===== src/rtl/mspu_pkg.sv =====
// Shared types and constants for the writeback stage.
package mspu_pkg;

  // Load funct3 encodings.
  localparam logic [2:0] F3_LB  = 3'b000;
  localparam logic [2:0] F3_LH  = 3'b001;
  localparam logic [2:0] F3_LW  = 3'b010;
  localparam logic [2:0] F3_LBU = 3'b100;
  localparam logic [2:0] F3_LHU = 3'b101;

  // One outstanding load: destination, type and byte offset within the word.
  typedef struct packed {
    logic [4:0] rd;
    logic [2:0] funct3;
    logic [1:0] offset;
  } lq_entry_t;

endpackage


===== src/rtl/load_align.sv =====
// Load data extraction: selects byte/halfword from an aligned word and extends it.
module load_align
  import mspu_pkg::*;
(
  input  logic [2:0]  funct3_i,
  input  logic [1:0]  offset_i,
  input  logic [31:0] rdata_i,
  output logic [31:0] result_o
);

  logic [7:0]  byte_sel;
  logic [15:0] half_sel;

  // Lane select then extend according to load type; unknown encodings pass the word.
  always_comb begin
    byte_sel = rdata_i[{offset_i, 3'b000} +: 8];
    half_sel = rdata_i[{offset_i[1], 4'b0000} +: 16];
    result_o = rdata_i;
    case (funct3_i)
      F3_LB:   result_o = {{24{byte_sel[7]}}, byte_sel};
      F3_LBU:  result_o = {24'h000000, byte_sel};
      F3_LH:   result_o = {{16{half_sel[15]}}, half_sel};
      F3_LHU:  result_o = {16'h0000, half_sel};
      default: result_o = rdata_i;
    endcase
  end

endmodule


===== src/rtl/reg_writeback.sv =====
// Writeback stage: arbitrates load responses and ALU results into one registered
// register-file write per cycle, tracks outstanding loads in order and flags hazards.
module reg_writeback
  import mspu_pkg::*;
#(
  parameter int unsigned LQ_DEPTH = 4
) (
  input  logic                        clk,
  input  logic                        reset,
  input  logic                        run,
  input  logic                        alu_valid,
  output logic                        alu_ready,
  input  logic [4:0]                  alu_rd,
  input  logic [31:0]                 alu_data,
  input  logic                        ld_issue_valid,
  output logic                        ld_issue_ready,
  input  logic [4:0]                  ld_rd,
  input  logic [2:0]                  ld_funct3,
  input  logic [1:0]                  ld_offset,
  input  logic                        mem_rvalid,
  input  logic [31:0]                 mem_rdata,
  input  logic [4:0]                  chk_a,
  input  logic [4:0]                  chk_b,
  output logic                        hazard_a,
  output logic                        hazard_b,
  output logic [4:0]                  waddr,
  output logic [31:0]                 wdata,
  output logic                        reg_we,
  output logic [$clog2(LQ_DEPTH):0]   lq_count,
  output logic                        err_unexpected
);

  localparam int unsigned PtrW = $clog2(LQ_DEPTH);
  localparam int unsigned CntW = PtrW + 1;

  lq_entry_t             lq_q [LQ_DEPTH];
  lq_entry_t             lq_d [LQ_DEPTH];
  logic [PtrW-1:0]       wr_ptr_q, wr_ptr_d;
  logic [PtrW-1:0]       rd_ptr_q, rd_ptr_d;
  logic [CntW-1:0]       count_q, count_d;
  logic [4:0]            waddr_q, waddr_d;
  logic [31:0]           wdata_q, wdata_d;
  logic                  reg_we_q, reg_we_d;
  logic                  err_q, err_d;

  logic                  lq_empty;
  logic                  push;
  logic                  pop;
  logic                  alu_fire;
  lq_entry_t             head;
  logic [31:0]           ld_result;
  logic [PtrW-1:0]       rel;

  // Handshakes: a load response always beats the ALU; ready depends on state only.
  always_comb begin
    lq_empty       = (count_q == '0);
    ld_issue_ready = run && (count_q < CntW'(LQ_DEPTH));
    alu_ready      = run && !mem_rvalid;
    push           = ld_issue_valid && ld_issue_ready;
    pop            = run && mem_rvalid && !lq_empty;
    alu_fire       = alu_valid && alu_ready;
    head           = lq_q[rd_ptr_q];
  end

  load_align u_load_align (
    .funct3_i (head.funct3),
    .offset_i (head.offset),
    .rdata_i  (mem_rdata),
    .result_o (ld_result)
  );

  // Queue next state: circular buffer, pointers wrap naturally at power-of-two depth.
  always_comb begin
    lq_d     = lq_q;
    wr_ptr_d = wr_ptr_q;
    rd_ptr_d = rd_ptr_q;
    count_d  = count_q;
    if (push) begin
      lq_d[wr_ptr_q] = '{rd: ld_rd, funct3: ld_funct3, offset: ld_offset};
      wr_ptr_d       = wr_ptr_q + 1'b1;
    end
    if (pop) begin
      rd_ptr_d = rd_ptr_q + 1'b1;
    end
    if (push && !pop) begin
      count_d = count_q + 1'b1;
    end else if (pop && !push) begin
      count_d = count_q - 1'b1;
    end
  end

  // Output register next state; x0 destinations still update address/data but never write.
  always_comb begin
    waddr_d  = waddr_q;
    wdata_d  = wdata_q;
    reg_we_d = 1'b0;
    err_d    = err_q | (run && mem_rvalid && lq_empty);
    if (pop) begin
      waddr_d  = head.rd;
      wdata_d  = ld_result;
      reg_we_d = (head.rd != 5'd0);
    end else if (alu_fire) begin
      waddr_d  = alu_rd;
      wdata_d  = alu_data;
      reg_we_d = (alu_rd != 5'd0);
    end
  end

  // Hazards: any live queue entry, or the write currently presented to the register file.
  always_comb begin
    hazard_a = 1'b0;
    hazard_b = 1'b0;
    rel      = '0;
    for (int unsigned i = 0; i < LQ_DEPTH; i++) begin
      rel = PtrW'(i) - rd_ptr_q;
      if ({1'b0, rel} < count_q) begin
        if (lq_q[i].rd == chk_a) hazard_a = 1'b1;
        if (lq_q[i].rd == chk_b) hazard_b = 1'b1;
      end
    end
    if (reg_we_q && (waddr_q == chk_a)) hazard_a = 1'b1;
    if (reg_we_q && (waddr_q == chk_b)) hazard_b = 1'b1;
    if (chk_a == 5'd0) hazard_a = 1'b0;
    if (chk_b == 5'd0) hazard_b = 1'b0;
  end

  // State registers with synchronous active-low reset.
  always_ff @(posedge clk) begin
    if (!reset) begin
      for (int unsigned i = 0; i < LQ_DEPTH; i++) lq_q[i] <= '0;
      wr_ptr_q <= '0;
      rd_ptr_q <= '0;
      count_q  <= '0;
      waddr_q  <= '0;
      wdata_q  <= '0;
      reg_we_q <= 1'b0;
      err_q    <= 1'b0;
    end else begin
      lq_q     <= lq_d;
      wr_ptr_q <= wr_ptr_d;
      rd_ptr_q <= rd_ptr_d;
      count_q  <= count_d;
      waddr_q  <= waddr_d;
      wdata_q  <= wdata_d;
      reg_we_q <= reg_we_d;
      err_q    <= err_d;
    end
  end

  always_comb begin
    waddr          = waddr_q;
    wdata          = wdata_q;
    reg_we         = reg_we_q;
    lq_count       = count_q;
    err_unexpected = err_q;
  end

endmodule


===== config.mk =====
export PLATFORM = sky130hd
export DESIGN_NAME = reg_writeback
export DESIGN_NICKNAME = d
export VERILOG_FILES = /design/src/rtl/mspu_pkg.sv /design/src/rtl/load_align.sv /design/src/rtl/reg_writeback.sv
export SDC_FILE = /design/constraint.sdc
export NUM_CORES = 1
export LEC_CHECK = 0
export CAP_MARGIN = 20
export CORE_MARGIN = 2
export CORE_UTILIZATION = 49
export CTS_CLUSTER_DIAMETER = 200
export DETAILED_ROUTE_END_ITERATION = 10
export GPL_TIMING_DRIVEN = 0
export PLACE_DENSITY_LB_ADDON = 0.15
export SETUP_SLACK_MARGIN = 0.15
export SYNTH_ARGS = -nofsm -noshare
export SYNTH_HDL_FRONTEND = slang
export SYNTH_HIERARCHICAL = 1
export SYNTH_SLANG_ARGS = --single-unit

===== constraint.sdc =====
create_clock -name clk -period 2.95 [get_ports clk]
set_input_delay 0.59 -clock clk [delete_from_list [all_inputs] [get_ports clk]]
set_output_delay 0.59 -clock clk [all_outputs]
set_load 0.02 [all_outputs]

==> results of run 1 <==
per-stage QoR:
step           cells  setup TNS [ns]
5_1_grt          915               0
4_1_cts          912               0
6_report         915               0
2_1_floorplan    621               0
3_3_place_gp     887          -0.860
3_5_place_dp     887           -1.58
per-layer routing:
layer | wire length (um) | up-vias | part of all wire
li1 | - | 2454 | -
met1 | 7370 | 2455 | 0.44
met2 | 7820 | 221 | 0.46
met3 | 1300 | 31 | 0.077
met4 | 383 | 0 | 0.023
met5 | 0 | - | 0
layout by cell type (no fill, tap or decap), types with 12 or more instances in the layout:
master / count
xnor2_1: 17
clkdlybuf4s50_1: 127
mux2i_1: 37
nor2_1: 12
nand2_1: 165
xor2_1: 38
o211a_1: 31
dfxtp_1: 82
a21boi_0: 23
buf_4: 15
a21oi_1: 31
clkbuf_1: 24
flip-flops by register name, summed over array words and instances (netlist names):
| name | cells |
|---|---|
| wdata | 32 |
| lq_q | 40 |
| reg_we | 1 |
| err_unexpected | 1 |
| lq_count | 3 |
| waddr | 5 |
| wr_ptr_q | 2 |
| rd_ptr_q | 2 |
cell families (layout without fill, tap and decap cells):
logic type / count (synthesis) / count (layout) / share of synthesized area
mux: 53 / 53 / 0.134
fa+ha+maj: 10 / 10 / 0.0254
buf+inv: 56 / 214 / 0.0469
xor+xnor: 56 / 56 / 0.0938
compound gates: 128 / 128 / 0.179
flops: 86 / 86 / 0.329
simple gates: 232 / 232 / 0.192
synthesized netlist by cell type (5+ instances only):
library cell    n  share of area
mux4_1          7          0.035
nand2_1       166           0.12
o21ai_0        13          0.012
xnor2_1        18          0.030
xor2_1         38          0.064
nor2b_1         9          0.011
inv_1           9         0.0065
ha_1            9          0.022
clkbuf_1       25          0.018
dfxtp_1        86           0.33
nor3_1          8         0.0077
a22oi_1        13          0.019
mux2_2          5          0.011
nor2_1         14          0.010
o211a_1        31          0.059
buf_1           7         0.0050
a21oi_1        32          0.031
nand3_1         5         0.0048
nand4_1         6         0.0072
buf_2          10         0.0096
mux2i_1        37          0.071
a21boi_0       24          0.034
layout make-up:
type | count | area (sq um) | share of cell area
Sequential cell | 86 | 1730 | 0.241
Inverter | 10 | 41.3 | 0.00574
Buffer | 46 | 255 | 0.0355
Multi-Input combinational cell | 479 | 3380 | 0.469
Clock inverter | 6 | 76.3 | 0.0106
Tap cell | 136 | 170 | 0.0237
Timing Repair Buffer | 142 | 1400 | 0.195
Clock buffer | 10 | 138 | 0.0191
power groups by stage:
stage / logic (uW) / clock network [uW] / registers (uW)
after detailed placement: 1580 / 0 / 1460
after global placement: 1540 / 0 / 1450
final: 1780 / 904 / 1440
after CTS: 1700 / 912 / 1430
after global routing: 1930 / 948 / 1460
after floorplan: 816 / 0 / 1580
path summary, 6_finish.rpt:
| kind | from | depth (start not counted) | end | slack [ns] |
|---|---|---|---|---|
| max | rd_ptr_q[1] | 10 | hazard_a | 0.20 |
| min | lq_q[3] | 2 | lq_q[3] | 0.47 |
| max reg2reg | rd_ptr_q[1] | 9 | wdata[29] | 0.22 |
| min reg2reg | lq_q[3] | 2 | lq_q[3] | 0.47 |
worst max-delay path, delay by kind of cell (launching register included):
kind | cells | cell delay (ns)
flops | 1 | 0.37
fa+ha+maj | 1 | 0.26
buf+inv | 4 | 0.44
simple gates | 1 | 0.12
xor+xnor | 1 | 0.17
compound gates | 3 | 0.43
repair_timing:
action | 4_1_cts | 5_1_grt
setup endpoints to repair | 26 | 23
buffers inserted | 9 | 3
resized for setup | 40 | 22
pin swaps | 8 | 12
==> qor.csv, run 1 <==
metric,value,unit
clk_pin_slew,0.09,ns
period_share,0.934,
wl_per_cell,18.4,um
yosys_most_used_dff,dfxtp_1,
avgSynthCellArea,8.42,sq um
fillers,842,
drc,0,
switching_share,0.372,
chipWidth,107,um
layout_setup_ws,0.196,ns
crit_chain,buf_12 > buf_8 > xnor2_4 > inv_2 > ha_4 > a21oi_2 > o211ai_1 > nand4_1 > o22a_1 > buf_6,
cts_root_buffer,clkbuf_8,
hold_buffers,0,
synth.distinct_cells,48,
fmax,363,MHz
max-vdd-ir-drop,0.000338,V
start_kind,register,
portBuffers,130,
synth_warnings,6,
final_core_util,0.697,
intPower,2590,uW
grt.busiest_layer,met2,
grt_overflow,0,
synthCells,621,
synth_seq_cells,86,
synthToLayoutAreaGrowth,37.5,%
post-place-ws,-0.355,ns
seq_power_share,0.349,
nets,879,
fin_skew,0.0110,ns
drt-pass1-iter-count,5,
clock-sinks,86,
core,0.0103,sq mm
vias,5161,
setup_viol,0,
ant_nets,0,
grtUsageMet3,0.0412,
yosysSeqAreaShare,0.329,
drt_iter0_drc,296,
worst_pin_slew,0.615,ns
clk_latency,0.38,ns
use_met1,0.387,
combPwrFrac,0.432,
leakage,0.00302,uW
maxCapViolCount,0,
maxSlewHeadroom,0.590,
crit_path_end_kind,output pin,
gp_congestion,1.02,
design_area,0.00719,sq mm
grt_max_degree,17,
rows,37,
numCtsBuffers,9,
power,4120,uW
ioPinCount,141,
start_util,0.507,
grt.total_usage,0.293,
cts-htree-levels,3,
die_h,107,um
gr-usage-met2,0.487,
drv_slew,0,
dp_hpwl,12800,um
status,completed,
p_clk_frac,0.219,
hold_ws,0.466,ns
critPathArrivalTime,2.16,ns
rsz0062_at_grt,true,
synth_area,0.00523,sq mm
cts_buffer_depth,2,
synthArstFlopShare,0,
p_per_area,573,mW/mm^2
crit_type,register to output pin,
cp_data_required_time,2.36,ns
synth_edf_count,0,
hold_viol_final,0,
crit_slowest_cell,dfxtp_4,
synth.net_count,726,
slowest_delay,0.37,ns
place_area,0.00670,sq mm
cts_tree,done,
grt_first_pass_wirelength,26000,um
dieArea,0.0115,sq mm
min_path_type,register to register,
antenna_cells,0,
antenna_found_initial,0,
viasPerCell,5.64,
first_global_vias,4970,
drive_gt1_frac,0.107,
timing.final.crit_period,2.75,ns
cp_max_fo,4,
p_sw,1540,uW
finalWirelength,16900,um
Power figures use the tool's default switching activity.
==> run 2: changes to the inputs <==
--- a/config.mk
+++ b/config.mk
@@ -5,7 +5,7 @@
 export SDC_FILE = /design/constraint.sdc
 export NUM_CORES = 1
 export LEC_CHECK = 0
-export CAP_MARGIN = 20
+export CAP_MARGIN = 10
 export CORE_MARGIN = 2
 export CORE_UTILIZATION = 49
 export CTS_CLUSTER_DIAMETER = 200
==> constraint.sdc (replaced) <==
create_clock -name clk -period 2.95 [get_ports clk]
set_input_delay 0.59 -clock clk [delete_from_list [all_inputs] [get_ports clk]]
set_output_delay 0.59 -clock clk [all_outputs]
set_load 0.05 [all_outputs]
==> qor.csv, run 2 (synthesized netlist as in run 1, its figures left out) <==
metric,value,unit
status,completed,
holdPathEnd,lq_q[22],
power,4410,uW
numCtsBuffers,9,
rsz0062_at_grt,true,
synthToLayoutAreaGrowth,36.9,%
drt_iter0_drc,381,
crit_chain,buf_12 > buf_6 > xnor2_4 > inv_2 > ha_4 > a21oi_2 > o211ai_1 > nand4_1 > o22a_1 > buf_6,
clock-sinks,86,
vias,5139,
nets,878,
dieArea,0.0115,sq mm
r2r_cells,10,
cp_data_required_time,2.36,ns
hold_path_depth,2,
use_met1,0.391,
cts-htree-levels,3,
ioPinCount,141,
final_cell_mix,"nand2_1 (166), clkdlybuf4s50_1 (127), dfxtp_1 (82)",
maxCapViolCount,0,
antenna_found_initial,0,
core,0.0103,sq mm
cts_tree,done,
grtUsageMet3,0.0593,
crit_slowest_cell,dfxtp_4,
finalWirelength,16900,um
r2r-start,rd_ptr_q[1],
period_share,0.942,
cts_root_buffer,clkbuf_8,
fmax,360,MHz
p_per_area,615,mW/mm^2
crit_type,register to output pin,
start_kind,register,
drt-pass1-iter-count,5,
clk_latency,0.37,ns
dp_hpwl,12800,um
start_util,0.507,
ant_nets,0,
cts_buffer_depth,2,
rows,37,
maxSlewHeadroom,0.594,
reg2reg_slack,0.26,ns
grt.total_usage,0.296,
drive_gt1_frac,0.105,
first_global_vias,5178,
drc,0,
gp_congestion,0.946,
cp_max_fo,3,
finalSetupTns,0,ns
final_common_cell,nand2_1,
chipWidth,107,um
antenna_cells,0,
crit_path_frequent_cell,buf_6,
clk_pin_slew,0.09,ns
hold_viol_final,0,
die_h,107,um
wl_per_cell,18.5,um
gr-usage-met2,0.483,
crit_path_end_kind,output pin,
portBuffers,130,
r2r-end,wdata[11],
max-vdd-ir-drop,0.000487,V
leakage,0.00298,uW
setup_viol,0,
top_register,lq_q,
timing.final.crit_period,2.78,ns
cp_top_family,buffers and inverters,
slowest_delay,0.36,ns
grt_overflow,0,
worst_pin_slew,0.609,ns
critPathArrivalTime,2.19,ns
drv_slew,0,
grt_first_pass_wirelength,26400,um
viasPerCell,5.62,
final_core_util,0.694,
critPathBufInv,4,
largest_register_ffs,40,
grt.busiest_layer,met2,
grt_max_degree,17,
fin_skew,0.0146,ns
hold_ws,0.457,ns
hold_start,lq_q[22],
crit_path_start,rd_ptr_q[1],
hold_buffers,0,
min_path_type,register to register,
==> run 2: where the power goes <==
part / internal [uW] / total [uW] / switching (uW) / leakage (uW)
Sequential: 1310 / 1440 / 131 / 0.000702
Clock: 400 / 872 / 472 / 0.0000900
Combinational: 855 / 2090 / 1240 / 0.00219
==> run 2: area by class of cell <==
| type | count | area [sq um] |
|---|---|---|
| Clock inverter | 7 | 80.1 |
| Timing Repair Buffer | 141 | 1400 |
| Clock buffer | 9 | 124 |
| Buffer | 46 | 250 |
| Inverter | 10 | 37.5 |
| Fill cell | 858 | 3160 |
| Tap cell | 136 | 170 |
| Multi-Input combinational cell | 479 | 3370 |
| Sequential cell | 86 | 1730 |
==> run 2: metal layers <==
metal  part of all wire  vias up
met4              0.019        0
met3              0.076       37
li1                   -     2448
met5                  0        -
met1               0.43     2412
met2               0.47      242
==> run 2: tightest hold or removal path: stages, from the launching register on <==
cell     delay [ns]
dfxtp_1        0.32
nand2_1        0.05
a21oi_1        0.05
==> run 2: how the worst max path moves through the flow <==
stage / cells past startpoint / endpoint
after global placement: 9 / hazard_a
after detailed placement: 9 / hazard_b
after CTS: 9 / hazard_a
after global routing: 10 / hazard_a
after floorplan: 9 / lq_count[2]
final: 10 / hazard_a
==> run 2: through the flow <==
stage               cell area, sq um  setup slack (ns)  std cells
global placement                6710            -0.430        887
global route                    7160            0.0522        914
detailed placement              6710            -0.467        887
finish                          7160             0.171        914
floorplan                       5240             0.224        621
CTS                             7100             0.156        911
==> run 2: what timing repair did <==
action,CTS,global route
endpoints found under the setup margin,20,14
pin swaps,8,7
buffers inserted,8,3
gates resized for setup,44,16
==> run 3: changes to the inputs <==
--- a/config.mk
+++ b/config.mk
@@ -7,12 +7,12 @@
 export LEC_CHECK = 0
 export CAP_MARGIN = 10
 export CORE_MARGIN = 2
-export CORE_UTILIZATION = 49
+export CORE_UTILIZATION = 60
 export CTS_CLUSTER_DIAMETER = 200
 export DETAILED_ROUTE_END_ITERATION = 10
+export DONT_BUFFER_PORTS = 1
 export GPL_TIMING_DRIVEN = 0
 export PLACE_DENSITY_LB_ADDON = 0.15
-export SETUP_SLACK_MARGIN = 0.15
 export SYNTH_ARGS = -nofsm -noshare
 export SYNTH_HDL_FRONTEND = slang
 export SYNTH_HIERARCHICAL = 1
==> qor.csv, run 3 (synthesized netlist as in run 1, its figures left out) <==
metric,value,unit
antenna_cells,0,
leakage,0.00242,uW
clock-sinks,86,
cts_buffer_depth,2,
drt-pass1-iter-count,7,
drc,0,
hold_viol_final,0,
rsz0062_at_grt,false,
crit_path_end_kind,output pin,
slowest_delay,0.50,ns
vias,4529,
cts_tree,done,
setup_viol,0,
p_per_area,673,mW/mm^2
grt_overflow,0,
drive_gt1_frac,0.0896,
viasPerCell,6.09,
finalNonFillerCells,744,
dieArea,0.00948,sq mm
status,completed,
first_global_vias,4598,
power,3800,uW
grt.busiest_layer,met2,
crit_slowest_cell,dfxtp_4,
drv_slew,0,
synthToLayoutAreaGrowth,7.82,%
worst_pin_slew,0.957,ns
numCtsBuffers,9,
cp_max_fo,5,
multi_input_area,0.00332,sq mm
drt_iter0_drc,215,
crit_chain,inv_4 > ha_4 > a21boi_0 > o21ai_1 > buf_4 > nand3_1 > nor4_2 > o22a_4,
maxCapViolCount,0,
critPathArrivalTime,2.24,ns
period_share,0.960,
clk_pin_slew,0.09,ns
clk_latency,0.36,ns
hold_ws,0.360,ns
start_util,0.609,
ant_nets,0,
timing.final.crit_period,2.83,ns
core,0.00859,sq mm
fin_skew,0.0109,ns
layout.area.seq,0.00174,sq mm
min_path_type,input pin to register,
grt_max_degree,14,
grt.total_usage,0.308,
gr-usage-met2,0.528,
grt_first_pass_wirelength,23300,um
die_h,97.4,um
max-vdd-ir-drop,0.000343,V
portBuffers,0,
wl_per_cell,19.6,um
grtUsageMet3,0.0698,
gp_congestion,0.971,
final_cell_mix,"nand2_1 (166), dfxtp_1 (81), xor2_1 (38)",
largest_register_ffs,40,
use_met1,0.372,
fillers,757,
fmax,353,MHz
maxSlewHeadroom,0.361,
top_register,lq_q,
antenna_found_initial,0,
start_kind,register,
place_inst,729,
chipWidth,97.4,um
final_common_cell,nand2_1,
cts_root_buffer,clkbuf_8,
cts-htree-levels,3,
rows,34,
hold_buffers,0,
ioPinCount,141,
dp_hpwl,11200,um
cp_data_required_time,2.36,ns
finalWirelength,14600,um
crit_type,register to output pin,
nets,738,
==> run 3: cell types whose count changed in the layout (fill, tap and decap cells not counted), moves of 3 or more <==
| cell | delta |
|---|---|
| dfxtp_4 | +3 |
| inv_2 | -3 |
| buf_4 | -7 |
| clkdlybuf4s50_1 | -127 |
| buf_6 | -4 |
| buf_2 | +3 |
==> run 3: critical path: cells and delay by family, from the launching register on <==
kind / cells / cell delay [ns]
AND/OR/NAND/NOR: 2 / 0.33
AO/OA/AOI/OAI: 3 / 0.57
adder cells (fa/ha/maj): 1 / 0.24
buffers and inverters: 2 / 0.23
flip-flops: 1 / 0.50
==> run 3: worst paths after layout <==
path / from / endpoint / slack, ns / cells past startpoint
setup / recovery: lq_count[1] / hazard_a / 0.12 / 8
hold / removal: ld_funct3[0] / lq_q[22] / 0.36 / 2
setup reg to reg: rd_ptr_q[1] / wdata[24] / 0.22 / 8
hold reg to reg: lq_q[22] / lq_q[22] / 0.46 / 2
==> run 3: final cells by class <==
type                            count  share of cell area
Sequential cell                    86               0.309
Timing Repair Buffer                2             0.00266
Clock buffer                       10              0.0226
Clock inverter                      4             0.00887
Inverter                           10             0.00710
Multi-Input combinational cell    479               0.589
Tap cell                          108              0.0240
Buffer                             45              0.0377
==> run 3: power breakdown <==
part / leakage [uW] / switching (uW) / internal (uW) / total (uW)
clock network: 0.0000842 / 414 / 381 / 795
logic: 0.00163 / 636 / 469 / 1100
registers: 0.000704 / 579 / 1320 / 1900
total: 0.00242 / 1630 / 2170 / 3800
==> run 3: per-stage QoR <==
| stage | cell area [sq um] | worst slack, ns | TNS (ns) | util |
|---|---|---|---|---|
| CTS | 5560 | -0.0484 | -0.0484 | 0.647 |
| global route | 5640 | 0.00495 | 0 | 0.656 |
| detailed placement | 5370 | -0.318 | -1.30 | 0.625 |
| finish | 5640 | 0.119 | 0 | 0.656 |
| floorplan | 5230 | 0.110 | 0 | - |
| global placement | 5370 | -0.249 | -0.465 | 0.625 |
==> run 3: layer usage <==
metal / vias to the layer above / part of all wire
met3: 34 / 0.087
met1: 2121 / 0.39
li1: 2166 / -
met4: 0 / 0.028
met2: 208 / 0.49
met5: - / 0
==> run 3: what timing repair did <==
item	CTS	global route
gates resized for setup	11	15
buffers inserted	0	2
pin swaps	2	4
endpoints found under the setup margin	15	11
